## src/rtl/bp_cfg_link_pkg.sv

```systemverilog
// Shared cfg-link constants, write payload and boot-loader state encoding.
package bp_cfg_link_pkg;

    localparam int unsigned bp_cfg_link_addr_width_gp = 16;
    localparam int unsigned bp_cfg_link_data_width_gp = 32;
    localparam int unsigned bp_cfg_ucode_idx_width_gp = 12;
    localparam int unsigned bp_cfg_ucode_max_els_gp   = 4096;

    localparam logic [bp_cfg_link_addr_width_gp-1:0] bp_cfg_reg_freeze_gp      = 16'h0002;
    localparam logic [bp_cfg_link_addr_width_gp-1:0] bp_cfg_reg_start_pc_lo_gp = 16'h0040;
    localparam logic [bp_cfg_link_addr_width_gp-1:0] bp_cfg_reg_start_pc_hi_gp = 16'h0041;
    localparam logic [bp_cfg_link_addr_width_gp-1:0] bp_cfg_reg_cce_mode_gp    = 16'h0060;
    localparam logic [bp_cfg_link_addr_width_gp-1:0] bp_cfg_reg_ucode_base_gp  = 16'h8000;

    typedef struct packed {
        logic [bp_cfg_link_addr_width_gp-1:0] addr;
        logic [bp_cfg_link_data_width_gp-1:0] data;
    } bp_cfg_write_s;

    typedef enum logic [3:0] {
        e_idle,
        e_frz_on,
        e_pc_lo,
        e_pc_hi,
        e_uc_rd,
        e_uc_wr,
        e_mode,
        e_frz_off,
        e_done
    } bp_cfg_loader_state_e;

    // Ucode words map linearly into the 4K window above the ucode base.
    function automatic logic [bp_cfg_link_addr_width_gp-1:0] bp_cfg_ucode_addr(
        input logic [bp_cfg_ucode_idx_width_gp-1:0] idx
    );
        return bp_cfg_reg_ucode_base_gp | bp_cfg_link_addr_width_gp'(idx);
    endfunction

endpackage

```

## src/rtl/bsg_counter_clear_up.sv

```systemverilog
// Up-counter with synchronous clear; clear wins over up.
module bsg_counter_clear_up #(
    parameter int unsigned         width_p    = 12,
    parameter logic [width_p-1:0]  init_val_p = '0
) (
    input  logic               clk_i,
    input  logic               reset_i,
    input  logic               clear_i,
    input  logic               up_i,
    output logic [width_p-1:0] count_o
);

    always_ff @(posedge clk_i) begin
        if (reset_i) begin
            count_o <= init_val_p;
        end else if (clear_i) begin
            count_o <= init_val_p;
        end else if (up_i) begin
            count_o <= count_o + width_p'(1);
        end
    end

endmodule

```

## src/rtl/bp_cfg_loader.sv

```systemverilog
// Boot-time cfg-link initiator: freeze, start PC, ucode image, cce mode, unfreeze.
module bp_cfg_loader
    import bp_cfg_link_pkg::*;
#(
    parameter int unsigned                          cce_ucode_els_p = 256,
    parameter logic [63:0]                          start_pc_p      = 64'h0000_0000_8000_0000,
    parameter logic [bp_cfg_link_data_width_gp-1:0] cce_mode_p      = 32'h1
) (
    input  logic                                 clk_i,
    input  logic                                 reset_i,
    input  logic                                 start_i,
    output logic                                 cfg_v_o,
    output logic [bp_cfg_link_addr_width_gp-1:0] cfg_addr_o,
    output logic [bp_cfg_link_data_width_gp-1:0] cfg_data_o,
    input  logic                                 cfg_ready_i,
    output logic                                 ucode_r_v_o,
    output logic [bp_cfg_ucode_idx_width_gp-1:0] ucode_addr_o,
    input  logic [bp_cfg_link_data_width_gp-1:0] ucode_data_i,
    output logic                                 busy_o,
    output logic                                 done_o
);

    if (cce_ucode_els_p > bp_cfg_ucode_max_els_gp) begin : g_els_check
        $error("bp_cfg_loader: cce_ucode_els_p must not exceed 4096");
    end

    localparam logic [bp_cfg_ucode_idx_width_gp-1:0] last_idx_lp =
        (cce_ucode_els_p == 0) ? '0 : bp_cfg_ucode_idx_width_gp'(cce_ucode_els_p - 1);

    bp_cfg_loader_state_e                 state_q, state_n;
    logic [bp_cfg_ucode_idx_width_gp-1:0] uc_idx;
    logic                                 accept, start_ok, uc_last, uc_up;
    bp_cfg_write_s                        wr_n;
    logic                                 cfg_v_n, ucode_r_v_n, busy_n, done_n;
    logic                                 fwd_n, fwd_q;
    logic [bp_cfg_link_data_width_gp-1:0] data_q;

    assign accept       = cfg_v_o & cfg_ready_i;
    assign start_ok     = start_i & (state_q == e_idle);
    assign uc_last      = (uc_idx == last_idx_lp);
    assign uc_up        = (state_q == e_uc_wr) & accept;
    assign ucode_addr_o = uc_idx;

    // Ucode word index: restarts with each sequence, steps on every ucode accept.
    bsg_counter_clear_up #(
        .width_p   (bp_cfg_ucode_idx_width_gp),
        .init_val_p('0)
    ) u_uc_idx (
        .clk_i  (clk_i),
        .reset_i(reset_i),
        .clear_i(start_ok),
        .up_i   (uc_up),
        .count_o(uc_idx)
    );

    always_ff @(posedge clk_i) begin
        if (reset_i) begin
            state_q <= e_idle;
        end else begin
            state_q <= state_n;
        end
    end

    always_comb begin
        state_n = state_q;
        case (state_q)
            e_idle:    if (start_i) state_n = e_frz_on;
            e_frz_on:  if (accept)  state_n = e_pc_lo;
            e_pc_lo:   if (accept)  state_n = e_pc_hi;
            e_pc_hi:   if (accept)  state_n = (cce_ucode_els_p == 0) ? e_mode : e_uc_rd;
            e_uc_rd:                state_n = e_uc_wr;
            e_uc_wr:   if (accept)  state_n = uc_last ? e_mode : e_uc_rd;
            e_mode:    if (accept)  state_n = e_frz_off;
            e_frz_off: if (accept)  state_n = e_done;
            e_done:                 state_n = e_idle;
            default:                state_n = e_idle;
        endcase
    end

    // Next-cycle outputs decoded from the upcoming state, then registered below.
    always_comb begin
        wr_n        = '0;
        cfg_v_n     = 1'b0;
        ucode_r_v_n = 1'b0;
        fwd_n       = 1'b0;
        busy_n      = (state_n != e_idle);
        done_n      = start_ok ? 1'b0 : done_o;
        case (state_n)
            e_frz_on: begin
                cfg_v_n   = 1'b1;
                wr_n.addr = bp_cfg_reg_freeze_gp;
                wr_n.data = bp_cfg_link_data_width_gp'(1);
            end
            e_pc_lo: begin
                cfg_v_n   = 1'b1;
                wr_n.addr = bp_cfg_reg_start_pc_lo_gp;
                wr_n.data = start_pc_p[31:0];
            end
            e_pc_hi: begin
                cfg_v_n   = 1'b1;
                wr_n.addr = bp_cfg_reg_start_pc_hi_gp;
                wr_n.data = start_pc_p[63:32];
            end
            e_uc_rd: begin
                ucode_r_v_n = 1'b1;
            end
            e_uc_wr: begin
                // ROM word arrives in the first UC_WR cycle: forward it, then hold the captured copy.
                cfg_v_n   = 1'b1;
                wr_n.addr = bp_cfg_ucode_addr(uc_idx);
                fwd_n     = (state_q == e_uc_rd);
                wr_n.data = fwd_q ? ucode_data_i : data_q;
            end
            e_mode: begin
                cfg_v_n   = 1'b1;
                wr_n.addr = bp_cfg_reg_cce_mode_gp;
                wr_n.data = cce_mode_p;
            end
            e_frz_off: begin
                cfg_v_n   = 1'b1;
                wr_n.addr = bp_cfg_reg_freeze_gp;
                wr_n.data = '0;
            end
            e_done: begin
                done_n = 1'b1;
            end
            default: ;
        endcase
    end

    always_ff @(posedge clk_i) begin
        if (reset_i) begin
            cfg_v_o     <= 1'b0;
            cfg_addr_o  <= '0;
            data_q      <= '0;
            fwd_q       <= 1'b0;
            ucode_r_v_o <= 1'b0;
            busy_o      <= 1'b0;
            done_o      <= 1'b0;
        end else begin
            cfg_v_o     <= cfg_v_n;
            cfg_addr_o  <= wr_n.addr;
            data_q      <= wr_n.data;
            fwd_q       <= fwd_n;
            ucode_r_v_o <= ucode_r_v_n;
            busy_o      <= busy_n;
            done_o      <= done_n;
        end
    end

    assign cfg_data_o = fwd_q ? ucode_data_i : data_q;

endmodule

```

## config.mk

```make
export PLATFORM = sky130hd
export DESIGN_NAME = bp_cfg_loader
export DESIGN_NICKNAME = d
export VERILOG_FILES = /design/src/rtl/bp_cfg_link_pkg.sv /design/src/rtl/bsg_counter_clear_up.sv /design/src/rtl/bp_cfg_loader.sv
export SDC_FILE = /design/constraint.sdc
export NUM_CORES = 1
export LEC_CHECK = 0
export ABC_CLOCK_PERIOD_IN_PS = 2300
export BUFFER_PORTS_ARGS = -buffer_cell sky130_fd_sc_hd__buf_4
export CORE_UTILIZATION = 45
export DETAILED_ROUTE_END_ITERATION = 7
export PLACE_DENSITY_LB_ADDON = 0.12
export REMOVE_ABC_BUFFERS = 1
export SETUP_SLACK_MARGIN = 0.02
export SYNTH_ARGS = -nofsm -noshare
export SYNTH_HDL_FRONTEND = slang
export SYNTH_SLANG_ARGS = --single-unit
```

## constraint.sdc

```tcl
create_clock -name clk_i -period 2.3 [get_ports clk_i]
set_clock_uncertainty 0.1 [all_clocks]
set_input_delay 0.345 -clock clk_i [delete_from_list [all_inputs] [get_ports clk_i]]
set_output_delay 0.345 -clock clk_i [all_outputs]
set_load 0.01 [all_outputs]
```

==> reports/summary.md, run 1 <==
The flow ran to the end, and the final reports show no timing, DRC or antenna violations. Relative to the synthesized area, the layout overhead comes to 35.4%. The multi-input combinational cells in the finished layout cover a total of 1280 µm². The clock root buffer was clkbuf_8. The fraction of the cycle the final worst path needs is 83.8%. The flip-flop and latch count after synthesis was 66.

The detailed router used layers up to and including met4. The maximum level of the CTS H-tree came out at 3. After synthesis, the share of cell area in mux cells is 13.3%. The run gives 0 ns as the total negative setup slack. The tools report the routed via count as 2211.

The clock net in this run drives a total of 66 sinks. The logs give 6310 µm² for the total die area and 0 for the post-detailed-route DRC marker count. Via density per instance: 5.09. The floorplan has 27 rows. Of the synthesized area, sequential elements account for 48.9%. The logs give 395 for the net count of the finished layout and 100 for the number of top-level design ports.

Entering global routing, the biggest net connects 42 pins. After clock tree synthesis, the flow added hold-fix buffers numbering 0. Of all cell types, the one taking the most synthesized area is dfxtp_1. After layout, the worst setup slack is 0.373 ns. Timing would allow up to 519 MHz.

The initial utilization of the core area, before any placement, comes to 47.9%. Setup repair after global routing left no endpoint under its margin. The logs give 1981 for the via count of the first global-routing pass and 0 for the final-report max-slew violation count. Type of the setup path with the least slack: flip-flop to output port. The compound-gate portion of the synthesized area is 7.32%, and the fraction of the core area covered by cells at the end of the flow is 64.8%.

The initial antenna violation count came out at 0. At the placement stage, the worst setup path has a slack of 0.418 ns. The layout has 482 filler cells. At the later pin of the worst-skew pair, clock insertion delay measures 0.32 ns. After clock tree synthesis, the repair step resized 0 gates. The horizontal extent of the die is 79.5 µm, and the maximum root-to-sink buffer count is 2.

The number of port buffers works out to 96. The die outline height came out at 79.5 µm. The min-delay analysis places its worst path in the category primary input to flip-flop. The total area of sequential cells came out at 1320 µm².

The worst setup path is captured at an output port. Count of maximum capacitance violations: 0. Mean cell area of the mapped netlist: 10.2 µm². The main combinational cell family by area after synthesis is simple AND/OR/NAND/NOR gates.

The logs give 19.4% for the aggregate global-route resource usage and 1.86 ns for the data required time of the worst path. The highest net fanout along the worst path was 22; the number of failing setup endpoints in the final timing report was 0. The most frequent cell after synthesis was dfxtp_1. STA classifies the critical path startpoint as a flip-flop.

Sorting the synthesized cells by area gives the leading types as dfxtp_1 49%, mux2_2 13%, and2_1 9.0%. After layout, the minimum clock period comes to 1.93 ns. Summing all non-filler instances in the final layout gives an area of 3660 µm². The first global-routing pass estimated 9410 µm of wire. Synthesis produced 265 cells.

Commonest register cell after synthesis: dfxtp_1. The logs give 379 µm for the met3 wirelength from detailed routing and 0 for the number of warning messages in the yosys log. Sorting the synthesized cells by how often they occur yields 66 x dfxtp_1, 39 x and2_1, 31 x mux2_2. The detailed placer's ending HPWL is 4080 µm, and the aggregate global routing overflow is 0. The final routed wirelength across all metal layers was 5840 µm; the per-cell routed wire length was 13.4 µm. The number of nets still failing antenna checks after routing is 0, and the slew at the pin with the worst max-slew slack is 0.520 ns.

The synthesized design devotes to its leading area cell type 48.9% of total area. The placed instances occupy a cell area of 3450 µm². Summed over all nets, wire length on met2 after detailed routing comes to 2570 µm. Of the cells placed in the final design, the portion with a size suffix greater than 1 is 41.7%.

The clock-pin slew reported for the worst setup and hold paths after clock tree synthesis is 0.07 ns. The number of hold violations in the final report is 0. The count of TritonRoute iterations in the first routing pass was 4.

The fraction of the mapped netlist area in simple logic gates was 23.3%; the area inside the core boundary was 5640 µm². The async set or reset register ratio after synthesis is 0%. Across all hold checks on the routed design, the worst slack comes to 0.199 ns. The run gives 2700 µm² as the total standard cell area after synthesis. STA puts the critical path data arrival time at 1.48 ns.

In the final routing, the length of wire on met1 measures 2780 µm. The number of antenna diodes in the final layout is 0. The analysis attributes to cell leakage a power of 1.65 nW. Across the VDD grid, the largest voltage drop is 0.406 mV.

At the end of routability-driven placement, the weighted congestion stood at 0.846. The number of flops mapped to enable cells by yosys works out to 0. The detailed router finished its first iteration with 53 violations.

The remaining max-slew budget at the tightest pin was 65.1%; the post-CTS setup repair buffer count was 0. Summing the areas of all fa, ha and maj instances in the mapped netlist gives 0.463% of the synthesized area. Distinct cell type count after synthesis: 43. Power density over cell area: 623 nW/µm². TritonCTS built the clock tree. Of the total synthesized cell area, the portion taken by XOR and XNOR cells is 2.27%. TritonCTS created 9 clock buffers.
==> worst max-delay path, cell delays in order, from the launching register on <==
cell	delay (ns)
dfxtp_1	0.33
buf_4	0.28
mux2_2	0.39
buf_4	0.15
==> cells by family after synthesis <==
logic type,count (synthesis)
AND/OR/NAND/NOR,102
flip-flops,66
AO/OA/AOI/OAI,32
multiplexers,32
buffers and inverters,24
XOR/XNOR,7
adder cells (fa/ha/maj),1
other,1
==> path summary, 6_finish.rpt <==
kind	from	end	slack (ns)	cells past startpoint
max	fwd_q	cfg_data_o[15]	0.37	3
min	reset_i	state_q[0]	0.20	2
max reg2reg	state_q[2]	u_uc_idx.count_o[10]	0.38	4
min reg2reg	done_o	done_o	0.37	2
==> report_power, final <==
| part | leakage, nW | internal [mW] | switching [mW] |
|---|---|---|---|
| registers | 0.533 | 1.15 | 0.0145 |
| clock network | 0.106 | 0.583 | 0.402 |
| logic | 1.01 | 0.0703 | 0.0539 |
==> area by class of cell <==
| type | count | area share [%] |
|---|---|---|
| Clock buffer | 13 | 4.62 |
| Clock inverter | 2 | 0.958 |
| Inverter | 5 | 0.513 |
| Multi-Input combinational cell | 177 | 35.0 |
| Sequential cell | 66 | 36.1 |
| Tap cell | 72 | 2.46 |
| Timing Repair Buffer | 99 | 20.3 |
==> metal layers <==
| metal | up-vias | GRT usage (%) |
|---|---|---|
| met5 | - | 0 |
| met4 | 0 | 8.73 |
| met3 | 10 | 4.69 |
| met2 | 83 | 30.6 |
| met1 | 1011 | 24.8 |
| li1 | 1107 | - |
==> stage by stage <==
step	instances	power, mW
floorplan	248	1.24
detailed placement	419	1.32
global placement	419	1.32
finish	434	2.28
CTS	434	2.31
global route	434	2.37
==> registers in the layout, indices dropped and copies added, names as in the netlist <==
signal and flops:
fwd_q 1, done_o 1, data_q 32, busy_o 1, state_q 4, cfg_v_o 1
ucode_r_v_o 1, cfg_addr_o 13, u_uc_idx.count_o 12
==> cells in the final DEF (no fill, tap or decap), types with 2 or more instances in the layout <==
master / n
a211oi_1: 5
nand3_1: 7
xor2_1: 2
and3_1: 2
conb_1: 3
or3_1: 5
nor2_1: 13
o21bai_1: 2
nor3_1: 8
o21ai_0: 10
nand4_1: 3
and2_1: 39
clkbuf_8: 12
a21oi_1: 8
xnor2_1: 5
mux2_2: 31
inv_1: 5
dfxtp_1: 66
nor4_1: 6
nand2_1: 6
buf_4: 99
Note: power is estimated with default switching activity, not from simulation.
==> run 2, diff against run 1 <==
Settings changed: ABC_AREA from default to 1, ABC_CLOCK_PERIOD_IN_PS 2300 to 1600.
Clock period 2.3 ns to 1.6 ns, I/O delays scaled along.
==> reports/summary.md, run 2 <==
The fraction of the core area covered by cells at the end of the flow was 67.7%; the synthesis-to-layout area growth was 43.5%. The post-detailed-route DRC marker count was 0. During synthesis, Yosys emitted a total of 0 warnings.

The worst path setup slack after routing was -0.0523 ns. Final-report max-slew violation count: 0. STA puts the critical path data arrival time at 1.31 ns. The tools report the count of maximum capacitance violations as 0.

The multi-input logic area is 1190 µm². Fill cells in the final layout number 515. The tools report the number of hold violations in the final report as 0. Of all nets on the critical path, the largest fanout is 19. The maximum root-to-sink buffer count came out at 2.

The via density per instance works out to 4.68. The fraction of the cycle the final worst path needs is 103%, and the final non-filler cell area is 4060 µm². The wire-length estimate of the detail-placed layout is 4730 µm.

The fmax was 605 MHz. Ranked by flip-flop count, first place goes to data_q. Setup repair after global routing could not meet its margin everywhere.

Once the floorplan was initialized, standard cells occupied 47.2% of the core. The async set or reset register ratio after synthesis is 0%. The root buffer cell chosen for the clock tree is clkbuf_8. The floorplan step defined a die boundary enclosing 6600 µm². STA classifies the critical path endpoint as an output port. The commonest non-fill, non-tap cell in the layout is buf_4. Routability-driven placement finished with a final weighted congestion of 0.900. Aggregate global-route resource usage: 19.9%.

The count of TritonRoute iterations in the first routing pass was 4. The final reports fail on setup timing. The cell depth of the worst flop-to-flop path came out at 9. After the last flow step, the layout net total stands at 548. The total standard cell area after synthesis is 2830 µm². The commonest register cell after synthesis was dfxtp_1.

The most frequent cell after synthesis was inv_1. The wire length of the first global-routing pass was 9960 µm. In the layout the commonest cells are 112 x buf_4, 83 x inv_1, 64 x nand2_1.

The worst min-delay path category is primary input to flip-flop. The met1 global-route usage was 24.7%. In this design, the stage delay of the slowest critical-path cell is 0.39 ns.

The clock reaches the later pin of the worst-skew pair after 0.33 ns. The number of port buffers was 96. The tools report the leakage power as 2.08 nW. For this run, global-route usage on met2 was measured as 32.8%.

The worst register-to-register path ends at ucode_r_v_o. Setup total negative slack on the finished layout was measured at -0.612 ns. After detailed placement, the total cell area comes to 3720 µm². For the worst hold margin, the log shows 0.0874 ns.

In the final layout, the share of cells above drive strength 1 is 33.7%. The sequential-to-total area share from yosys stat came out at 46.7%. For this design the top-level I/O count stands at 100.

The area share of the largest cell type after synthesis came out at 46.7%. The number of flops mapped to enable cells by yosys works out to 0. The reg-to-reg critical path startpoint was u_uc_idx.count_o[1]. In the final layout, the registers with the most flip-flops are data_q x32, cfg_addr_o x13, u_uc_idx.count_o x12. The capture point of the worst path is cfg_data_o[29]. The completed layout was analyzed and its total power is 3.08 mW. The worst-path cell with the longest stage delay is dfxtp_4. The synthesized instance count came out at 395.

Top cell type by total area after synthesis: dfxtp_1. The first routing iteration left 80 violations. The count of hold-fix buffers inserted at cts is 0, and the number of cell rows is 28.

Entering global routing, the biggest net connects 39 pins. After global routing the overflow that remains totals 0. The run gives 27 as the number of failing setup endpoints in the final timing report.

Yosys attributes the largest share of cell area to dfxtp_1 47%, inv_1 11%, nand2_1 9.2%. Number of nets still failing antenna checks after routing: 0. The flow ran to the end, but the final reports show violations. In this run the most used layer during global routing was met2.

Type of the setup path with the least slack: flip-flop to output port. The initial antenna violation count came out at 0. In the final routed layout, each cell accounts on average for 11.4 µm. The final layout contains routed wiring with a total length of 6710 µm. The tools report the via count of the first global-routing pass as 2313. The logs give 5990 µm² for the area inside the core boundary and 1330 µm² for the total area of sequential cells.

0 antenna diodes ended up in the layout. IR analysis of the VDD net gives a maximum drop of 0.559 mV. Measured along the x axis, the die boundary spans 81.3 µm. The register with the most flip-flops in the layout has 32 of them. For this design the ratio of total power to cell area is 759 nW/µm². CTS saw 66 sinks. The most critical setup path has its startpoint at fwd_q. Startpoint type of the worst setup path: a flip-flop.

The register-to-register path setup slack was 0.10 ns. Global routing used 3.93% of the available met3 tracks. Traced cell by cell, the critical path runs through clkbuf_16 -> o21ai_1 -> inv_1 -> buf_4. The total CTS buffers was 9; the final period demand of the worst path was 1.65 ns. The number of different library cells used by synthesis comes to 31.

A synthesized cell averages 7.16 µm². TritonCTS built the clock tree. The clock-pin slew reported for the worst setup and hold paths after clock tree synthesis is 0.07 ns, and the flip-flop and latch count after synthesis is 66. The run gives 3 as the maximum level of the CTS H-tree. Die outline height: 81.3 µm. The routed via count was 2757; the data required time of the worst path was 1.26 ns. The commonest cells after synthesis are 85 x inv_1, 69 x nand2_1, 66 x dfxtp_1.
[run 2: cell types whose count changed in the layout (fill, tap and decap cells not counted), sizes merged, moves of 6 or more]
cell / previous run / this run
buf: 99 / 118
and2: 39 / 0
nor4: 8 / 0
a21oi: 8 / 15
or3: 6 / 0
inv: 5 / 88
nand2: 6 / 69
mux2: 32 / 2
nand3: 7 / 16
o21ai: 11 / 37
nor2: 13 / 57
[run 2: how the worst min path moves through the flow]
stage	start	to	slack, ns	cells after the start
5_1_grt	reset_i	cfg_v_o	0.08	2
3_5_place_dp	done_o	done_o	0.38	2
3_3_place_gp	done_o	done_o	0.35	2
6_report	reset_i	cfg_v_o	0.09	2
2_1_floorplan	reset_i	cfg_addr_o[5]	0.21	1
4_1_cts	reset_i	state_q[3]	0.07	2
[run 2: layer usage]
metal	part of all wire, %	vias to the layer above
li1	-	1438
met1	43	1202
met2	48	106
met3	7.4	11
met4	1.7	0
met5	0	-
[run 2: cell type report]
type | count | area share [%]
Sequential cell | 66 | 32.8
Multi-Input combinational cell | 227 | 29.2
Timing Repair Buffer | 119 | 23.5
Inverter | 88 | 8.20
Clock buffer | 11 | 3.49
Tap cell | 75 | 2.31
Clock inverter | 3 | 0.432
[run 2: cells by family (layout without fill, tap and decap cells)]
logic type	Yosys count	count (layout)	share of synthesized area (%)
and+or+nand+nor	162	162	25.9
buffers and inverters	104	221	14.9
DFF	66	66	46.7
AOI/OAI and AO/OA	57	57	10.5
xor gates and xnor gates	2	2	0.620
muxes	2	2	0.797
adders and majority gates	1	1	0.443
other	1	3	0.133
[run 2: stage by stage]
step | setup WS [ns] | instances
2_1_floorplan | -0.425 | 381
3_3_place_gp | 0.0742 | 570
3_5_place_dp | 0.0138 | 570
4_1_cts | -0.0673 | 585
5_1_grt | -0.124 | 589
6_report | -0.0523 | 589
[run 2: repair_timing]
action,4_1_cts,5_1_grt
resized for setup,33,34
cloned,0,1
buffers inserted,1,3
pin swaps,0,6
setup endpoints to repair,31,47
[run 2: critical path, delay by kind of cell (launching register included)]
kind / cells / cell delay, ns
compound gates: 1 / 0.19
buf+inv: 3 / 0.40
flops: 1 / 0.39
[run 2: power by group]
group / switching [mW] / internal (mW) / total, mW
clock network: 0.587 / 0.582 / 1.17
logic: 0.124 / 0.118 / 0.242
registers: 0.00918 / 1.66 / 1.67
total: 0.720 / 2.36 / 3.08
==> run 3, diff against run 2 <==
Settings changed: CORE_MARGIN from default to 2, SYNTH_HIERARCHICAL from default to 1.
==> reports/summary.md, run 3 <==
The longest clock path from root to sink contains 2 buffers. The area share of the largest cell type after synthesis is 45.1%. The startpoint identified for the worst register-to-register timing path is state_q[3]. The number of instances on the worst hold path is 2. Setup repair after global routing could not meet its margin everywhere. For this design the static power due to leakage is 2.39 nW. The startpoint type of the worst setup path is a flip-flop.

The first global-routing pass estimated 11700 µm of wire. The floorplan has 29 rows. Clock-pin slew was measured on the worst setup and hold paths at 0.07 ns.

Sorting the synthesized cells by how often they occur yields 81 x inv_1, 79 x nand2_1, 66 x dfxtp_1. The count of hold-fix buffers inserted at cts is 0. The run finished, with violations left. The die is 84.7 µm tall. The share of cell area taken by muxes after synthesis is 0.768%.

The tool flagged a number of max-cap violations equal to 0. In the final layout, flip-flops and latches occupy 1340 µm². After detailed routing, the average wire length per cell comes to 15.3 µm. In the final layout, the registers with the most flip-flops are data_q x32, cfg_addr_o x13, u_uc_idx/count_o x12. By area, the combinational part of the netlist is dominated by simple AND/OR/NAND/NOR gates. The count of filler cells inserted in the layout was 409; the sequential-to-total area share from yosys stat was 45.1%. The starting density of the core came out at 46.4%. The signal on the critical path passes through buf_12 -> buf_8 -> nand2_2 -> o21ai_2 -> inv_1 -> buf_4.

At the worst endpoint, the arrival time is 1.39 ns. For this run, the number of Yosys warnings is 6. The worst setup path is captured at an output port.

The distinct cell type count after synthesis was 35. The path class of the tightest hold or removal check is primary input to flip-flop. In this run the tool buffered the top-level ports with 96 buffer cells.

The run gives 5 as the count of TritonRoute iterations in the first routing pass. The fraction of the mapped netlist area in simple logic gates was 29.2%; the flip-flop and latch count after synthesis was 66. Among cell families on the critical path, the largest total delay comes from buffers and inverters. Compared with the post-synthesis result, the final layout area differs by 66.2%. Dividing the final minimum period by the clock period gives 108%.

100 I/O pins were placed. Summed over all instances, the cell type with the most area after synthesis is dfxtp_1. In the layout the commonest cells are 102 x buf_4, 61 x dfxtp_1, 60 x nor2_1.

The final-report max-slew violation count was 0; the synthesized instance count was 412. Compound-gate portion of the synthesized area: 9.01%. In this run the cell area of the synthesized design comes to 2930 µm². The via count of the first global-routing pass is 2679, and the net count of the finished layout is 585. The mean cell area of the mapped netlist is 7.12 µm², and the multi-input logic area is 1580 µm². Endpoint with the worst hold slack: data_q[31]. The pin count of the biggest net entering global routing is 25, and the final period demand of the worst path is 1.73 ns.

The number of failing setup endpoints in the final timing report was 30. Commonest non-fill, non-tap cell in the layout: buf_4. In this run, CTS created clock tree buffers numbering 9. The capture instance of the worst register-to-register path was cfg_addr_o[6]. Summing the areas of all fa, ha and maj instances in the mapped netlist gives 0.427% of the synthesized area. The highest net fanout along the worst path was 6; the combined buffer and inverter count along the critical path was 4. In the routed design, unresolved DRC markers number 0. The clock reaches the later pin of the worst-skew pair after 0.33 ns. In this run, the number of DRC markers left after iteration 0 of detailed routing was 154. For the worst path setup slack after routing, the log shows -0.131 ns. The routed layout has 3131 vias. Post-synthesis xor/xnor area fraction: 0.299%. Static timing analysis puts the maximum clock frequency at 578 MHz. After synthesis, the cell types taking the most area are dfxtp_1 45%, inv_1 10%, nand2_1 10%.

The region available for standard cell placement spans 6310 µm². The initial antenna violation count was 0. The run gives 4940 µm as the detailed placer's ending HPWL. The startpoint identified for the worst hold timing path is reset_i.

The maximum level of the CTS H-tree is 3. The tools report the number of inserted diodes as 0. Across all register-to-register paths, the minimum setup slack is 0.12 ns.

The final routed wirelength across all metal layers came out at 9630 µm. Final weighted congestion of routability-driven global placement: 0.884. The cell sitting at the root of the clock tree is a clkbuf_8. The horizontal extent of the die is 84.7 µm, and the number of flip-flops in the largest register is 32. Number of sinks driven by the clock tree: 66. TritonCTS built the clock tree. The most common cell in the synthesized netlist is inv_1.

In the routed layout, each cell is associated on average with a via count of 4.98. The final reports fail on setup timing. The type of the setup path with the least slack was flip-flop to output port.

The power density over cell area is 693 nW/µm². For this design, the slowest cell found on the critical path is dfxtp_4. In the global route stage, overall resource usage came out at 20.1%.

Global routing finished with a remaining overflow of 0. For the number of nets still failing antenna checks after routing, the log shows 0. The commonest register cell after synthesis was dfxtp_1. VDD sags by at most 0.454 mV. The share of layout cells above drive strength 1 works out to 48.7%. The total negative setup slack was -1.92 ns.

The critical path's largest stage delay is 0.39 ns, and the total die area is 7180 µm². Counting cells, the worst reg-to-reg path comes to 11. Top register by number of flip-flops: data_q.

The fraction of the core area covered by cells at the end of the flow was 77.2%; the async set or reset register ratio after synthesis was 0%. The number of flops mapped to enable cells by yosys was 0; the data required time of the worst path was 1.26 ns. The run gives 0 as the number of hold violations in the final report.
[run 3: cell count changes in the layout (fill, tap and decap cells not counted), sizes merged, moves of 2 or more]
cell | previous run | this run
nand2 | 69 | 85
nand3 | 16 | 19
nor2 | 57 | 72
nor4 | 0 | 2
nor3 | 7 | 3
xor2 | 2 | 0
clkbuf | 12 | 18
o21ai | 37 | 35
nand4 | 9 | 6
nor3b | 3 | 1
inv | 88 | 86
buf | 118 | 135
a21oi | 15 | 10
[run 3: repair_timing]
action,CTS,global route
endpoints found under the setup margin,34,45
setup buffers,0,17
cloned,1,8
pin swaps,0,30
gates resized for setup,61,121
[run 3: worst max path at each step]
stage	start	end	slack, ns	cells after the start
floorplan	fwd_q	data_q[0]	-0.42	5
global placement	state_q[1]	cfg_addr_o[6]	-0.02	9
detailed placement	state_q[1]	cfg_addr_o[6]	0.001	9
CTS	fwd_q	cfg_data_o[8]	-0.08	5
global route	fwd_q	cfg_data_o[18]	-0.17	6
finish	fwd_q	cfg_data_o[18]	-0.13	6
[run 3: logic make-up after synthesis]
kind of cell / after synthesis
and+or+nand+nor: 188
other: 1
xor gates and xnor gates: 1
AOI/OAI and AO/OA: 49
muxes: 2
DFF: 66
adders and majority gates: 1
buffers and inverters: 104
[run 3: layer usage]
metal | up-vias | GRT usage, % | routed length (µm) | part of all wire, %
met5 | - | 0 | 0 | 0
met1 | 1490 | 25.3 | 3960 | 41
met3 | 12 | 4.33 | 555 | 5.8
li1 | 1515 | - | - | -
met4 | 0 | 9.24 | 119 | 1.2
met2 | 114 | 33.0 | 5000 | 52
[run 3: final cells by class]
class / count / area share, %
multi-input cells: 244 / 32.4
flip-flops and latches: 66 / 27.5
repair buffers: 140 / 27.1
inverters: 87 / 6.86
clock buffers: 13 / 3.47
well taps: 77 / 1.98
clock inverters: 2 / 0.719
[run 3: stage by stage]
| step | hold WS, ns | instance area (µm²) | power [mW] | setup WS [ns] | instances |
|---|---|---|---|---|---|
| after CTS | 0.113 | 4160 | 3.38 | -0.0761 | 604 |
| after global placement | 0.339 | 3810 | 1.95 | -0.0173 | 588 |
| after floorplan | 0.209 | 2830 | 1.82 | -0.422 | 397 |
| after detailed placement | 0.346 | 3810 | 1.96 | 0.00125 | 588 |
| after global routing | 0.134 | 4870 | 3.50 | -0.168 | 629 |
| final | 0.138 | 4870 | 3.38 | -0.131 | 629 |
[run 3: where the power goes]
group          switching [mW]  internal [mW]  total [mW]
registers              0.0151           1.66        1.67
clock network           0.597          0.838        1.43
logic                   0.141          0.126       0.267
total                   0.753           2.62        3.38
